==> src/rtl/pin_route_matrix_pkg.sv <==
// pin_route_matrix_pkg: shared channel config type, FSM states and range helper for the pin router
package pin_route_matrix_pkg;
  localparam int N_PINS_DEF = 29;
  localparam int PIN_W = $clog2(N_PINS_DEF);
  typedef struct packed {
    logic en;
    logic regd;
    logic inv;
    logic [PIN_W-1:0] dst;
    logic [PIN_W-1:0] src;
  } chan_cfg_t;
  typedef enum logic {IDLE, COMMIT} state_t;
  function automatic logic in_range(input logic [PIN_W-1:0] idx, input int n);
    return 32'(idx) < n;
  endfunction
endpackage

==> src/rtl/pin_route_channel.sv <==
// pin_route_channel: one routing channel, selects a synced pin, optionally inverts and registers it
module pin_route_channel
  import pin_route_matrix_pkg::*;
#(
  parameter int N_PINS = N_PINS_DEF
) (
  input  logic              clk,
  input  logic              rst,
  input  logic [N_PINS-1:0] s,
  input  chan_cfg_t         cfg,
  output logic              drive,
  output logic [PIN_W-1:0]  dst,
  output logic              valid
);
  logic src_ok;
  logic v;
  logic v_q;
  assign src_ok = in_range(cfg.src, N_PINS);
  assign valid  = cfg.en && src_ok && in_range(cfg.dst, N_PINS);
  assign v      = (src_ok ? s[cfg.src] : 1'b0) ^ cfg.inv;
  assign drive  = cfg.regd ? v_q : v;
  assign dst    = cfg.dst;
  // optional extra pipeline stage, runs regardless of regd so it holds the last value
  always_ff @(posedge clk)
    v_q <= rst ? 1'b0 : v;
endmodule

==> src/rtl/pin_route_matrix.sv <==
// pin_route_matrix: runtime-configurable pin-to-pin router with shadow/active tables and atomic commit
module pin_route_matrix
  import pin_route_matrix_pkg::*;
#(
  parameter int N_PINS      = N_PINS_DEF,
  parameter int N_CH        = 4,
  parameter int SYNC_STAGES = 2
) (
  input  logic                    clk,
  input  logic                    rst,
  input  logic [N_PINS-1:0]       pin_in,
  output logic [N_PINS-1:0]       pin_out,
  output logic [N_PINS-1:0]       pin_oe,
  input  logic                    cfg_valid,
  output logic                    cfg_ready,
  input  logic [$clog2(N_CH)-1:0] cfg_addr,
  input  logic [2*PIN_W+2:0]      cfg_data,
  input  logic                    cfg_commit,
  output logic                    conflict,
  output logic                    cfg_err
);
  logic [N_PINS-1:0] sync_q [SYNC_STAGES];
  logic [N_PINS-1:0] s;
  chan_cfg_t         shadow [N_CH];
  chan_cfg_t         active [N_CH];
  state_t            state;
  logic [N_CH-1:0]   drive;
  logic [N_CH-1:0]   valid;
  logic [PIN_W-1:0]  dst [N_CH];
  logic [N_PINS-1:0] nxt_out;
  logic [N_PINS-1:0] nxt_oe;
  logic              conflict_now;
  logic              range_err_now;
  logic              wr_en;
  logic              addr_ok;
  assign s       = sync_q[SYNC_STAGES-1];
  assign wr_en   = cfg_valid && cfg_ready && !cfg_commit;
  assign addr_ok = 32'(cfg_addr) < N_CH;
  // input synchroniser chain
  always_ff @(posedge clk)
    if (rst)
      for (int i = 0; i < SYNC_STAGES; i++) sync_q[i] <= '0;
    else begin
      sync_q[0] <= pin_in;
      for (int i = 1; i < SYNC_STAGES; i++) sync_q[i] <= sync_q[i-1];
    end
  for (genvar c = 0; c < N_CH; c++) begin : g_ch
    pin_route_channel #(.N_PINS(N_PINS)) u_ch (
      .clk   (clk),
      .rst   (rst),
      .s     (s),
      .cfg   (active[c]),
      .drive (drive[c]),
      .dst   (dst[c]),
      .valid (valid[c])
    );
  end
  // priority merge (walk high to low so the lowest channel lands last) plus error detection
  always_comb begin
    nxt_out       = '0;
    nxt_oe        = '0;
    conflict_now  = 1'b0;
    range_err_now = 1'b0;
    for (int c = N_CH - 1; c >= 0; c--)
      if (valid[c]) begin
        nxt_out[dst[c]] = drive[c];
        nxt_oe[dst[c]]  = 1'b1;
      end
    for (int i = 0; i < N_CH; i++)
      for (int j = i + 1; j < N_CH; j++)
        if (valid[i] && valid[j] && dst[i] == dst[j]) conflict_now = 1'b1;
    for (int c = 0; c < N_CH; c++)
      if (active[c].en && !valid[c]) range_err_now = 1'b1;
  end
  // registered pin outputs
  always_ff @(posedge clk) begin
    pin_out <= rst ? '0 : nxt_out;
    pin_oe  <= rst ? '0 : nxt_oe;
  end
  // config handshake, commit FSM and sticky flags
  always_ff @(posedge clk)
    if (rst) begin
      state     <= IDLE;
      cfg_ready <= 1'b1;
      conflict  <= 1'b0;
      cfg_err   <= 1'b0;
      for (int c = 0; c < N_CH; c++) begin
        shadow[c] <= '0;
        active[c] <= '0;
      end
    end else begin
      conflict <= conflict | conflict_now;
      cfg_err  <= cfg_err | range_err_now | (wr_en && !addr_ok);
      if (wr_en && addr_ok) shadow[cfg_addr] <= chan_cfg_t'(cfg_data);
      if (state == IDLE) begin
        if (cfg_commit && cfg_ready) begin
          state     <= COMMIT;
          cfg_ready <= 1'b0;
        end
      end else begin
        for (int c = 0; c < N_CH; c++) active[c] <= shadow[c];
        state     <= IDLE;
        cfg_ready <= 1'b1;
      end
    end
endmodule

==> config.mk <==
export PLATFORM = sky130hd
export DESIGN_NAME = pin_route_matrix
export DESIGN_NICKNAME = d
export VERILOG_FILES = /design/src/rtl/pin_route_matrix_pkg.sv /design/src/rtl/pin_route_channel.sv /design/src/rtl/pin_route_matrix.sv
export SDC_FILE = /design/constraint.sdc
export NUM_CORES = 1
export LEC_CHECK = 0
export CAP_MARGIN = 20
export CORE_MARGIN = 3
export CORE_UTILIZATION = 53
export DETAILED_ROUTE_END_ITERATION = 10
export PLACE_DENSITY = 0.73
export SLEW_MARGIN = 20
export SYNTH_ARGS = -nofsm -noshare
export SYNTH_HDL_FRONTEND = slang
export SYNTH_SLANG_ARGS = --single-unit
export TNS_END_PERCENT = 1
==> constraint.sdc <==
create_clock -name clk -period 4.8 [get_ports clk]
set_input_delay 0.96 -clock clk [delete_from_list [all_inputs] [get_ports clk]]
set_output_delay 0.96 -clock clk [all_outputs]
set_load 0.03 [all_outputs]
==> results_dict.tcl <==
set metrics [dict create \
    outcome "completed" \
    min_period_ns 3.71 \
    cts_htree_levels 1 \
    endpoint_kind "flop" \
    clk_pin_slew_ns 0.06 \
    yosysUniqueCellTypes 66 \
    synth-edff-count 104 \
    cp.required_ns 5.15 \
    grt_antenna_before_repair 0 \
    syn_area_um2 10900 \
    met2_wirelength_um 12800 \
    tightest_slew_ns 0.962 \
    grt_pass1_wl_um 46100 \
    routed.top_layer "met4" \
    hold_slack_ns 0.436 \
    ys_warn_count 0 \
    crit_path_max_fanout 14 \
    worstSkewPairLatency_ns 0.53 \
    dpl.hpwl_um 20600 \
    synthToLayoutAreaGrowth_pct 18.1 \
    irDropWorstVdd_uv 318 \
    drtIter0Drc 872 \
    setup_tns_ns 0 \
    synth.net_count 1115 \
    drive_above_1_share 0.0818 \
    synth-main-ff-cell "dfxtp_1" \
    cts_setup_buffers 0 \
    overflow 0 \
    vias_per_cell 6.07 \
    ant_nets 0 \
    first_pass_iters 5 \
    rsz0062_at_grt "no" \
    diodes 0 \
    crit_arrival_ns 4.07 \
    path_delay_family "compound AO/OA/AOI/OAI gates" \
    wl_met3_um 3010 \
    holdBufCountCts 0 \
    path_class "flop to flop" \
    dieArea_um2 22400 \
    cts_tree "done" \
    worstSetupStartpointType "flop" \
    wirelength_um 29700 \
    grt_max_degree 73 \
    finClkSkew_ns 0.0149 \
    track_usage 0.264 \
    avgSynthCellArea_um2 10.2 \
    layout_commonest_cell "dfxtp_1" \
    gp_congestion 0.964 \
    io_buffers 108 \
    cts_resized 0 \
    numCtsBuffers 24 \
    nNetsFinal 1192 \
    synth_seq_cells 228 \
    worstPathCellList "mux4_2 > a211o_1 > and3_1 > a211oi_2 > nand3_1 > buf_4 > a221oi_1 > a2111oi_2" \
    ys_seq_area_frac 0.513 \
    postSynth.asyncResetShare 0 \
    rows 51 \
    die_h_um 150 \
    syn_inst 1067 \
    chipWidth_um 150 \
    cap_violations 0 \
    fmax_ghz 0.269 \
    cts.sinks 228 \
    clockRootBuffer "clkbuf_16" \
    timing.critical_path.buf_inv 1 \
    power.leakage_nw 4.54 \
    clk_path_buf_depth 3 \
    cpPeakStageDelay_ns 0.74 \
    drt-met1-wl_um 12900 \
    power_density_nw_per_um2 340 \
    hold_violations 0 \
    setup_violations 0 \
    drc_errors 0 \
    start_util 0.550 \
    hp-class "flop to flop" \
    io_pins 109 \
    timing.slew.headroom 0.359 \
    wl_per_cell_um 20.8 \
    drv_slew 0 \
    crit_path_top_delay_cell "edfxtp_1" \
    detailroute.via_count 8653 \
    period_share 0.774 \
    grt_pass1_vias 8176 \
    coreArea_um2 19800 \
    layout_common_cells "124 x dfxtp_1, 109 x nor2_1, 107 x clkdlybuf4s50_1" \
]
[Yosys cell counts (all sizes together) (20+ instances only)]
| cell | count | area, um^2 |
|---|---|---|
| nor2 | 109 | 409 |
| a221oi | 20 | 175 |
| nor3 | 43 | 238 |
| mux2i | 23 | 230 |
| dfxtp | 124 | 2480 |
| o22ai | 24 | 150 |
| edfxtp | 104 | 3120 |
| a21oi | 38 | 190 |
| clkbuf | 57 | 214 |
| nor2b | 70 | 438 |
| and2 | 106 | 663 |
| nand2 | 49 | 184 |
| a2111oi | 22 | 224 |
[cell type report]
class / instances / area (um^2)
inverter: 17 / 63.8
sequential: 228 / 5610
clock buffer: 31 / 647
fill: 1597 / 6950
timing repair buffer: 123 / 1190
clock inverter: 12 / 76.3
multi-input combinational: 750 / 4980
tap: 265 / 332
[final timing paths]
kind	start	end	slack [ns]	depth (start not counted)
worst min-delay path	sync_q[0][8]	sync_q[0][37]	0.44	1
worst max-delay path	active[2][0]	pin_out[13]	1.09	8
worst max register to register	active[2][0]	pin_out[13]	1.09	8
worst min register to register	sync_q[0][8]	sync_q[0][37]	0.44	1
[stage by stage]
step | setup WS [ns] | power (mW) | std cells | instance area (um^2) | util
finish | 1.09 | 4.38 | 1426 | 12900 | 0.650
global route | 0.906 | 4.52 | 1426 | 12900 | 0.650
CTS | 1.15 | 4.39 | 1426 | 12900 | 0.650
detailed placement | 1.20 | 2.71 | 1383 | 12200 | 0.613
global placement | 1.30 | 2.70 | 1383 | 12200 | 0.613
floorplan | 1.78 | 2.52 | 1067 | 10900 | -
[metal layers]
layer / vias up / global-route usage
met5: - / 0
met4: 0 / 0.0860
met3: 80 / 0.0491
met2: 518 / 0.393
met1: 4024 / 0.391
li1: 4031 / -
[cells by family after synthesis]
| kind of cell | Yosys count | share of synthesized area |
|---|---|---|
| multiplexers | 43 | 0.0589 |
| AO/OA/AOI/OAI | 198 | 0.133 |
| AND/OR/NAND/NOR | 475 | 0.235 |
| flip-flops | 228 | 0.513 |
| XOR/XNOR | 34 | 0.0273 |
| buffers and inverters | 89 | 0.0321 |
[power by group]
group / internal [mW] / total (mW) / switching (mW)
combinational: 0.188 / 0.460 / 0.272
clock: 0.953 / 1.70 / 0.745
sequential: 2.12 / 2.22 / 0.0999
[flip-flops by register name, indices dropped and copies added, names as in the netlist]
register	count
sync_q	58
active	52
shadow	52
pin_oe	29
pin_out	29
g_ch.u_ch.v_q	4
cfg_err	1
cfg_ready	1
conflict	1
state	1
[worst register-to-register path: stages, from the launching register on]
cell,delay [ns]
edfxtp_1,0.74
mux4_2,0.58
a211o_1,0.34
and3_1,0.17
a211oi_2,0.33
nand3_1,0.53
buf_4,0.41
a221oi_1,0.35
a2111oi_2,0.09
Power figures use the tool's default switching activity.
==> RTL edit: new RTL, config.mk and constraints unchanged <==
Set the parameter `SYNC_STAGES` to 4 (it was 2).
--- a/src/rtl/pin_route_matrix.sv
+++ b/src/rtl/pin_route_matrix.sv
@@ -4,7 +4,7 @@
 #(
   parameter int N_PINS      = N_PINS_DEF,
   parameter int N_CH        = 4,
-  parameter int SYNC_STAGES = 2
+  parameter int SYNC_STAGES = 4
 ) (
   input  logic                    clk,
   input  logic                    rst,
Behaviour: not the same (Yosys sat finds a counterexample within 10 cycles, from zero or initial values and one cycle with rst high).
==> RTL edit against the unedited design <==
Power grew 24%; global-route usage shrank 2.1 points; sequential cell count rose by 58; wire length is 7.0% higher; synthesized area up 15%; sequential share of layout area grew 2.3 points; setup slack gained 260 ps; via count is 9.0% higher; non-clock buffer count down 4; highest routed layer unchanged; die area up 14%; final area grew 15%; cell count increased by 12%.
==> RTL edit: results (changes against the unedited design) <==
Status
  • Status: complete, no violations

CTS
  • CTS hold repair buffers: 0 (unchanged)
  • Post-CTS Resized: 0 (unchanged)
  • Later-pin clock latency in the skew report: 560 ps (+30 ps)
  • Num CTS Buffers: 29 (+21%)
  • Post-CTS setup buffers: 0 (unchanged)
  • Clock buffer depth: 3 (unchanged)
  • H-tree depth: 1 (unchanged)
  • Root Driver: clkbuf_16
  • CTS clk-pin slew, worst paths: 70 ps

Setup path
  • Reg2Reg Setup Slack: 1340 ps (+260 ps)
  • CP arrival: 3940 ps (-130 ps)
  • Slowest cell delay on critical path: 660 ps (-80 ps)
  • CP top delay family: multiplexers
  • R2R depth: 8 (unchanged)
  • CP max FO: 17 (+3)
  • Worst setup startpoint: active[1][0]
  • Critical Path Sink: pin_out[24]
  • Slowest CP cell: nand2_1
  • Worst R2R End: pin_out[24]

GRT
  • Vias in the first global route: 9218 (+13%)
  • First-pass GRT wire length: 50.4 mm (+9.2%)
  • Largest net degree at the start of global routing: 110 (+51%)
  • Initial antenna violation count: 0 (unchanged)
  • Total track usage: 24.3% (-2.1 points)

Placement
  • Placed Instances: 1544 (+12%)
  • PortBufs: 108 (unchanged)
  • DP HPWL: 22.0 mm (+6.9%)
  • GPL Wtd Cong: 0.945 (-1.9%)
  • Worst slack at placement: 1450 ps (+250 ps)

Finish
  • Layout cell share with drive strength beyond 1: 9.11% (+0.92 points)
  • Post-layout net count: 1310 (+9.9%)
  • Largest registers: sync_q: 116 flops, active: 52 flops, shadow: 52 flops
  • Antenna Cells: 0 (unchanged)
  • Fill cells: 1852 (+16%)

Worst hold path
  • Min-Delay Path Class: flip-flop to flip-flop
  • Hold Path Cell Cnt: 1 (unchanged)

Yosys
  • Seq/Total Area, Yosys: 53.9% (+2.6 points)
  • EDFF count, synth: 104 (unchanged)
  • Synth area leaders: dfxtp_1 (29%), edfxtp_1 (25%), nor2b_1 (6.5%)
  • Yosys warns: 0 (unchanged)
  • Synth top cells by count: dfxtp_1 (182), nor2b_1 (130), and2_1 (112)
  • Post-Syn Area per Cell: 10.6 sq um (+3.2%)
  • Yosys cell types: 75 (+14%)
  • Synth async-reset ratio: 0% (unchanged)
  • Synth Net Count: 1236 (+11%)

Timing
  • Clock Skews: 15.2 ps (+0.327 ps)
  • Relative slew slack: 32.2% (-3.7 points)
  • Fmax: 289 MHz (+7.4%)
  • # setup viols final: 0 (unchanged)
  • Hold slack: 430 ps (-5.43 ps)

Detailed routing
  • Routed WL: 31.7 mm (+7.0%)
  • Initial DRT Pass Iterations: 8 (+3)
  • WL/cell: 19.9 um (-4.5%)
  • Vias per cell: 5.90 (-2.7%)
  • DRT iter0 DRCs: 900 (+3.2%)

Power
  • Static Leak: 5.28 nW (+16%)
  • Max IR drop VDD: 0.000295 V (-7.0%)
RTL edit: stage by stage:
stage / util [%] / cell area [sq um]
floorplan: - / 12500
global placement: 60.2 / 13800
detailed placement: 60.2 / 13800
global route: 64.5 / 14800
finish: 64.5 / 14800
CTS: 64.5 / 14800
RTL edit: worst min path at each step:
stage                             start        endpoint
final                     sync_q[0][78]  sync_q[0][107]
after global routing      sync_q[0][28]   sync_q[0][57]
after CTS                  sync_q[0][3]   sync_q[0][32]
after detailed placement  sync_q[0][78]  sync_q[0][107]
after global placement    sync_q[0][11]   sync_q[0][40]
after floorplan           sync_q[0][71]  sync_q[0][100]
RTL edit: layer usage:
| metal | vias up | GRT usage [%] | part of all wire, % |
|---|---|---|---|
| li1 | 4360 | - | - |
| met1 | 4454 | 33.7 | 42 |
| met2 | 506 | 37.7 | 45 |
| met3 | 113 | 4.72 | 9.1 |
| met4 | 0 | 9.94 | 4.4 |
| met5 | - | 0 | 0 |
RTL edit: cell type report:
cell class                      count  area [sq um]  area share (%)
Clock buffer                       36           782            5.29
Clock inverter                     18           195            1.32
Inverter                           11          41.3           0.279
Multi-Input combinational cell    815          5430            36.8
Sequential cell                   286          6770            45.8
Tap cell                          313           392            2.65
Timing Repair Buffer              119          1160            7.88
RTL edit: cells by family after synthesis:
kind of cell	after synthesis	share of synthesized area [%]
AO/OA/AOI/OAI	187	10.8
XOR/XNOR	34	2.37
buffers and inverters	87	2.91
flip-flops	286	53.9
multiplexers	44	5.78
AND/OR/NAND/NOR	550	24.2
RTL edit: report_power, final:
part           total [mW]  internal [mW]  switching (mW)
Combinational       0.441          0.180           0.261
Clock                2.27           1.33           0.940
Sequential           2.71           2.61           0.101
Total                5.42           4.12            1.30
